## config.mk

```make
export PLATFORM = sky130hd
export DESIGN_NAME = instr_fetch
export DESIGN_NICKNAME = d
export VERILOG_FILES = /design/src/rtl/instr_fetch.sv
export SDC_FILE = /design/constraint.sdc
export NUM_CORES = 1
export LEC_CHECK = 0
export CORE_ASPECT_RATIO = 2
export CORE_MARGIN = 2
export CORE_UTILIZATION = 48
export CTS_BUF_LIST = sky130_fd_sc_hd__clkbuf_16
export DETAILED_ROUTE_END_ITERATION = 6
export PLACE_DENSITY_LB_ADDON = 0.3
export SETUP_SLACK_MARGIN = 0.3
export SKIP_CTS_REPAIR_TIMING = 1
export SLEW_MARGIN = 20
export SYNTH_ARGS = -nofsm -noshare
export SYNTH_HDL_FRONTEND = slang
export SYNTH_SLANG_ARGS = --single-unit
```

## constraint.sdc

```tcl
create_clock -name clk -period 4.84 [get_ports clk]
set_input_delay 0.726 -clock clk [delete_from_list [all_inputs] [get_ports clk]]
set_output_delay 0.726 -clock clk [all_outputs]
set_load 0.01 [all_outputs]
```

## src/rtl/instr_fetch.sv

```systemverilog
// rtl/instr_fetch.sv - instruction fetch unit: PC sequencing, tagged in-order responses, decode FIFO, redirect flush
module instr_fetch #(
   parameter logic [31:0] RESET_PC = 32'h0000_0000,
   parameter int          DEPTH    = 2
) (
   input  logic        clk,
   input  logic        rst_n,
   input  logic        fetch_en,
   output logic        imem_req_valid,
   input  logic        imem_req_ready,
   output logic [31:0] imem_req_addr,
   input  logic        imem_resp_valid,
   input  logic [31:0] imem_resp_data,
   input  logic        redirect_valid,
   input  logic [31:0] redirect_pc,
   output logic        instr_valid,
   input  logic        instr_ready,
   output logic [31:0] instr,
   output logic [31:0] instr_pc
);

   localparam int AW = (DEPTH > 1) ? $clog2(DEPTH) : 1;
   localparam int CW = $clog2(DEPTH + 1);

   localparam logic [1:0] S_IDLE  = 2'd0;
   localparam logic [1:0] S_RUN   = 2'd1;
   localparam logic [1:0] S_FLUSH = 2'd2;

   logic [1:0]    state_q, state_d;
   logic [31:0]   pc_q, pc_d;
   logic [CW-1:0] out_q, out_d;
   logic [CW-1:0] drop_q, drop_d;
   logic [CW-1:0] fifo_cnt_q, fifo_cnt_d;
   logic [AW-1:0] fifo_rd_q, fifo_rd_d, fifo_wr_q, fifo_wr_d;
   logic [AW-1:0] tag_rd_q, tag_rd_d, tag_wr_q, tag_wr_d;

   logic [31:0]   fifo_instr_q [DEPTH];
   logic [31:0]   fifo_pc_q    [DEPTH];
   logic [31:0]   tag_pc_q     [DEPTH];

   logic          resp;
   logic [CW-1:0] out_after;
   logic          credit_ok;
   logic          req_fire;
   logic          push;
   logic          pop;

   // A response with nothing outstanding is ignored so the counters cannot underflow.
   assign resp      = imem_resp_valid && (out_q != '0);
   assign out_after = out_q - CW'(resp);
   assign credit_ok = ({1'b0, out_q} + {1'b0, fifo_cnt_q}) < (CW + 1)'(DEPTH);

   assign imem_req_valid = (state_q == S_RUN) && fetch_en && !redirect_valid && credit_ok;
   assign imem_req_addr  = pc_q;
   assign req_fire       = imem_req_valid && imem_req_ready;

   assign push = (state_q == S_RUN) && resp && !redirect_valid;
   assign pop  = (fifo_cnt_q != '0) && instr_ready;

   assign instr_valid = (fifo_cnt_q != '0);
   assign instr       = instr_valid ? fifo_instr_q[fifo_rd_q] : 32'h0;
   assign instr_pc    = instr_valid ? fifo_pc_q[fifo_rd_q] : 32'h0;

   always_comb begin
      state_d    = state_q;
      pc_d       = pc_q;
      out_d      = out_q;
      drop_d     = drop_q;
      fifo_cnt_d = fifo_cnt_q;
      fifo_rd_d  = fifo_rd_q;
      fifo_wr_d  = fifo_wr_q;
      tag_rd_d   = tag_rd_q;
      tag_wr_d   = tag_wr_q;
      if (redirect_valid) begin
         pc_d = redirect_pc & ~32'h3;
         if (state_q == S_IDLE) begin
            state_d = fetch_en ? S_RUN : S_IDLE;
         end else begin
            fifo_cnt_d = '0;
            fifo_rd_d  = '0;
            fifo_wr_d  = '0;
            tag_rd_d   = '0;
            tag_wr_d   = '0;
            out_d      = out_after;
            drop_d     = out_after;
            state_d    = (out_after != '0) ? S_FLUSH : S_RUN;
         end
      end else begin
         if (pop) fifo_rd_d = fifo_rd_q + AW'(1);
         if (push) begin
            fifo_wr_d = fifo_wr_q + AW'(1);
            tag_rd_d  = tag_rd_q + AW'(1);
         end
         fifo_cnt_d = fifo_cnt_q + CW'(push) - CW'(pop);
         case (state_q)
            S_IDLE: begin
               if (fetch_en) state_d = S_RUN;
            end
            S_RUN: begin
               if (req_fire) begin
                  pc_d     = pc_q + 32'd4;
                  tag_wr_d = tag_wr_q + AW'(1);
               end
               out_d = out_q + CW'(req_fire) - CW'(resp);
            end
            S_FLUSH: begin
               out_d = out_after;
               if (resp && (drop_q != '0)) drop_d = drop_q - CW'(1);
               if (drop_d == '0) state_d = S_RUN;
            end
            default: state_d = S_IDLE;
         endcase
      end
   end

   always_ff @(posedge clk) begin
      if (!rst_n) begin
         state_q    <= S_IDLE;
         pc_q       <= RESET_PC;
         out_q      <= '0;
         drop_q     <= '0;
         fifo_cnt_q <= '0;
         fifo_rd_q  <= '0;
         fifo_wr_q  <= '0;
         tag_rd_q   <= '0;
         tag_wr_q   <= '0;
      end else begin
         state_q    <= state_d;
         pc_q       <= pc_d;
         out_q      <= out_d;
         drop_q     <= drop_d;
         fifo_cnt_q <= fifo_cnt_d;
         fifo_rd_q  <= fifo_rd_d;
         fifo_wr_q  <= fifo_wr_d;
         tag_rd_q   <= tag_rd_d;
         tag_wr_q   <= tag_wr_d;
      end
   end

   // Storage needs no reset: occupancy is tracked by the pointers and count above.
   always_ff @(posedge clk) begin
      if (push) begin
         fifo_instr_q[fifo_wr_q] <= imem_resp_data;
         fifo_pc_q[fifo_wr_q]    <= tag_pc_q[tag_rd_q];
      end
      if (req_fire) tag_pc_q[tag_wr_q] <= pc_q;
   end

endmodule

```

Word-level counts from Yosys, hierarchy flattened
Memories as Yosys holds them, arrays and structs flattened. A register that Yosys moved wholly into a read port is not among the register bits.
Index checks and enable logic that the tools add are counted.
Cells by class
  $add $sub $neg: 12
  magnitude comparators: 1
  eq/ne operators: 6
  multiplexer cells: 42
  bitwise gates (word level): 1
  reductions and logical operators: 31
Operators with widths (number)
  $mux 32: 5
  $add 32x3->32 const B: 1
  $mux 2: 14
  $mux 1: 21
  $reduce_bool 2->1: 9
  $reduce_and 2->1: 6
  $logic_and 1x1->1: 9
  $ne 3x3->1 const B: 2
  $pmux 2 s3: 1
  $reduce_and 3->1: 2
  $sub 2x1->2: 3
  $add 1x1->1 const B: 4
  $add 2x1->2: 2
  $logic_not 2->1: 2
  $ne 2x2->1 const B: 2
  $pmux 2 s2: 1
  $add 2x2->3: 1
  $lt 3x2->1 const B: 1
  $reduce_bool 3->1: 1
  $eq 2x1->1 const B: 1
  $eq 2x2->1 const B: 1
  $reduce_or 2->1: 1
  $sub 2x1->2 const B: 1
  $logic_not 1->1: 1
  $not 1->1: 1
Storage, ports and cells
  register bits: 44
  RAM bits: 192
  input bits: 71
  output and inout port bits: 98
  word-level logic and storage cells: 106
  memories kept: 3
Memories
  fifo_instr_q: depth 2, width 32, rd ports 1, clocked after memory_dff 1, wr ports 1, RTL line 37  | logic [31:0] fifo_instr_q [DEPTH];
  fifo_pc_q: depth 2, width 32, rd ports 1, clocked after memory_dff 1, wr ports 1, RTL line 38  | logic [31:0] fifo_pc_q [DEPTH];
  tag_pc_q: depth 2, width 32, rd ports 1, clocked after memory_dff 1, wr ports 1, RTL line 39  | logic [31:0] tag_pc_q [DEPTH];

Logic depth before layout (Yosys ltp)
  depth after elaboration: 10
  depth in mapped cells: 15
  depth with buffers taken out: 13

Worst setup path before layout
OpenSTA, ideal clock, no wires.
  path type: input -> register
  start point: input redirect_valid
  end point: memory fifo_instr_q[0][0] (enable)
  setup time: 0.482 ns
  arrival time: 3.929 ns
  required time: 4.358 ns
  slack: 0.429 ns
  stages: 4
  buffers on the path: 0
  cell sequence: nor2b_1 -> nand2_1 -> or2_2 -> nor2_1
On the way
  longest elaborated chain between the ends: 4
Ends and longest elaborated chain
  from (decl): RTL line 14  | input logic redirect_valid,
  $logic_not 1->1: RTL line 57  | assign push = (state_q == S_RUN) && resp && !redirect_valid;
  $logic_and 1x1->1: RTL line 57
  $mux 1: RTL line 142  | if (push) begin
  $mux 1 (not written as such): RTL line 143  | fifo_instr_q[fifo_wr_q] <= imem_resp_data;
  to (decl): RTL line 37
No other way between the ends.

Final worst setup path
  start point: register fifo_cnt_q[1]
  end point: output instr[20]
On the way
  longest elaborated chain between the ends: 2
Ends and longest elaborated chain
  from (decl): RTL line 33  | logic [CW-1:0] fifo_cnt_q, fifo_cnt_d;
  from (signal assigned): RTL line 132  | fifo_cnt_q <= fifo_cnt_d;
  $reduce_bool 2->1: RTL line 60  | assign instr_valid = (fifo_cnt_q != '0);
  $mux 32: RTL line 61  | assign instr = instr_valid ? fifo_instr_q[fifo_rd_q] : 32'h0;
  to (decl): RTL line 18  | output logic [31:0] instr,
No other way between the ends.

==> tab_implementation.tex <==
\begin{tabular}{lr}
\hline
Metric & Value \\
\hline
\multicolumn{2}{l}{\textbf{Run status}} \\
Result of the run & completed \\
\multicolumn{2}{l}{\textbf{Finish}} \\
Leading cell types in the layout, fill and taps excluded & edfxtp\_1 (184), clkdlybuf4s50\_1 (162), nor2\_1 (95), mux2i\_1 (65), dfxtp\_1 (43) \\
Area growth syn-to-layout & 27.4\% \\
Post-Layout Inst Area & 0.0121 mm2 \\
Final cell utilization of the core & 0.625 \\
Most common cell after layout, fill and taps aside & edfxtp\_1 \\
Fraction of final layout cells sized beyond drive strength 1 & 0.0957 \\
Fill cell total of the finished layout & 1509 \\
Multi-input logic area & 0.00291 mm2 \\
NumNets Final & 953 \\
Inserted Diodes & 0 \\
FF+latch area & 0.00641 mm2 \\
\multicolumn{2}{l}{\textbf{Pwr}} \\
Leakage power & 3.95 nW \\
Peak ir drop on the vdd network & 324 uV \\
Pwr dens & 336 mW/mm2 \\
\multicolumn{2}{l}{\textbf{Drt}} \\
Routed wire length per instance & 17.6 um \\
Total detailed-routing wirelength & 20200 um \\
Drt drc & 0 \\
Vias & 6231 \\
DRT antenna net count & 0 \\
Initial DRC Count & 257 \\
Avg Vias per Cell & 5.43 \\
First drt pass iteration count & 5 \\
\multicolumn{2}{l}{\textbf{Yosys}} \\
Count of state elements after synthesis & 228 \\
Mean area per synthesized cell & 13.3 um2 \\
Biggest area contributors in the synthesized netlist & edfxtp\_1 (58\%), dfxtp\_1 (9.3\%), mux2i\_1 (6.8\%) \\
Async set-reset flop share out of synthesis & 0 \\
Synthesis Warnings & 0 \\
Top-area cell type share of the netlist area & 0.581 \\
Synthesized area & 0.00950 mm2 \\
Top\_reg\_cell synth & edfxtp\_1 \\
Seq/Total Area, Yosys & 0.674 \\
Number of distinct standard cells referenced by the synthesized netlist & 59 \\
Most area-hungry cell type in the Yosys netlist & edfxtp\_1 \\
Number of enable-type register cells in the synthesized netlist & 184 \\
Synthesized instance count & 713 \\
\multicolumn{2}{l}{\textbf{Global route}} \\
Overall fraction of global-route tracks in use & 0.192 \\
First-pass GRT wire length & 32400 um \\
Antenna violations before repair & 0 \\
Remaining global-route overflow & 0 \\
Vias in the first global route & 6315 \\
Largest net degree at the start of global routing & 63 \\
\multicolumn{2}{l}{\textbf{Setup path}} \\
Sort of element at the start of the critical path & register \\
Worst r2r src & fifo\_cnt\_q[0] \\
Critical path capture point type & output port \\
Number of cell instances on the worst register-to-register path & 11 \\
Slack of the worst reg-to-reg path & 1.86 ns \\
Maximum net fanout on the critical path & 38 \\
Critical path class & reg -> out \\
Capturing point of the worst reg2reg path & out\_q[0] \\
Endpoint required time on the critical path & 4.11 ns \\
Arr. time, crit path & 2.68 ns \\
\multicolumn{2}{l}{\textbf{Placed design}} \\
Estimated wirelength of the detail-placed design & 13600 um \\
Total placed instance area & 0.0114 mm2 \\
Global placer's final weighted congestion & 0.916 \\
Number of port buffers & 162 \\
Worst slack, placed & 1.68 ns \\
\multicolumn{2}{l}{\textbf{Timing}} \\
Final cycle utilization of the critical path & 0.703 \\
RSZ-0062 raised after global routing & false \\
Pins over their slew limit & 0 \\
Sum of negative setup slack & 0 ns \\
Worst clock skew on the final layout & 0.00985 ns \\
Fin Hold WS & 0.498 ns \\
Maximum achievable frequency & 0.294 GHz \\
Clock period minus final worst setup slack & 3.40 ns \\
Setup slack after layout & 1.44 ns \\
Least-Margin Pin Slew & 0.927 ns \\
Count of final hold-check violations & 0 \\
Relative slew slack & 0.381 \\
Number of failing setup endpoints in the final timing report & 0 \\
\multicolumn{2}{l}{\textbf{Worst hold path}} \\
Sink of the worst hold path & tag\_rd\_q \\
Worst Hold Depth & 2 \\
Hold path startpoint & tag\_rd\_q \\
Min-delay worst type & reg -> reg \\
\multicolumn{2}{l}{\textbf{Clocking}} \\
Number of H-tree branching levels & 1 \\
Skew-Pair Late Insertion Delay & 0.49 ns \\
TritonCTS clock tree & yes \\
Max Buffers Root-to-Sink & 3 \\
Sinks on the clock net & 228 \\
Cell at the root of the clock tree & clkbuf\_16 \\
Clock Pin Slew Worst Setup and Hold Paths & 0.07 ns \\
TritonCTS buffer count & 20 \\
\multicolumn{2}{l}{\textbf{Floorplanning}} \\
Die area & 0.0210 mm2 \\
Effective utilization at floorplan & 0.491 \\
Height of the die & 203 um \\
Die width & 104 um \\
Placeable core region & 0.0194 mm2 \\
Count of pins on the block boundary & 169 \\
Site row count & 72 \\
\multicolumn{2}{l}{\textbf{Job}} \\
Number of maximum-capacitance constraint violations & 0 \\
\hline
\end{tabular}
[sequential cells by signal, summed over array words and instances, names as in the netlist, named ones only]
name,count
drop_q,2
tag_rd_q,1
imem_req_addr,30
fifo_pc_q,60
tag_wr_q,1
fifo_wr_q,1
fifo_instr_q,64
state_q,2
out_q,2
fifo_rd_q,1
fifo_cnt_q,2
tag_pc_q,60
[logic make-up (layout without fill, tap and decap cells)]
family                   after synthesis  in the layout  synth area share
buffers and inverters                 53            225            0.0233
flip-flops                           228            228             0.674
multiplexers                          97             97             0.108
AND/OR/NAND/NOR                      216            216             0.110
XOR/XNOR                               4              4           0.00369
other                                  1              4          0.000395
AO/OA/AOI/OAI                        106            106            0.0702
adder cells (fa/ha/maj)                8              8            0.0113
[worst max-delay path, cell delays in order (launching register included)]
cell and delay [ns]:
dfxtp_1 0.38, nor2_4 0.74, buf_4 0.43, nor2_1 0.08, clkdlybuf4s50_1 0.52
[stage by stage]
step                      power (mW)  std cells
after floorplan                 2.33        716
after global placement          2.47       1110
after detailed placement        2.47       1110
after CTS                       4.11       1146
after global routing            4.20       1147
final                           4.06       1147
[cell usage after synthesis (all sizes together), types with 7 or more instances]
master / n
a21oi: 34
a31oi: 17
and2: 7
and3: 7
buf: 11
clkbuf: 27
dfxtp: 44
edfxtp: 184
ha: 7
inv: 14
mux2: 31
mux2i: 65
nand2: 41
nand3: 16
nand4: 12
nor2: 99
nor3: 10
o211ai: 8
o21ai: 19
[where the power goes]
part | total [mW] | switching [mW] | internal (mW)
Sequential | 2.19 | 0.0457 | 2.14
Combinational | 0.241 | 0.109 | 0.132
Clock | 1.63 | 0.680 | 0.954
Total | 4.06 | 0.835 | 3.23
[layer usage]
metal / vias up / GRT usage / part of all wire / wire, um
li1: 2986 / - / - / -
met2: 191 / 0.369 / 0.56 / 11300
met3: 41 / 0.0289 / 0.044 / 884
met4: 0 / 0.0907 / 0.036 / 728
met1: 3013 / 0.204 / 0.36 / 7270
met5: - / 0 / 0 / 0
[cell type report]
cell class,instances,area share
Clock buffer,21,0.0434
Clock inverter,15,0.0132
Inverter,15,0.00465
Multi-Input combinational cell,435,0.240
Sequential cell,228,0.529
Tap cell,259,0.0268
Timing Repair Buffer,174,0.142
[worst max-delay path by stage]
| stage | startpoint | to | slack, ns | depth (start not counted) |
|---|---|---|---|---|
| after global placement | imem_resp_valid | fifo_instr_q[1][22] | 1.68 | 7 |
| final | fifo_cnt_q[1] | instr[20] | 1.44 | 4 |
| after detailed placement | imem_resp_valid | fifo_instr_q[1][22] | 1.68 | 7 |
| after CTS | fifo_cnt_q[1] | instr[20] | 1.36 | 4 |
| after floorplan | redirect_valid | fifo_instr_q[0][0] | 0.43 | 4 |
| after global routing | fifo_cnt_q[1] | instr[21] | 1.25 | 4 |
No activity file was read; power rests on OpenSTA's default activity.
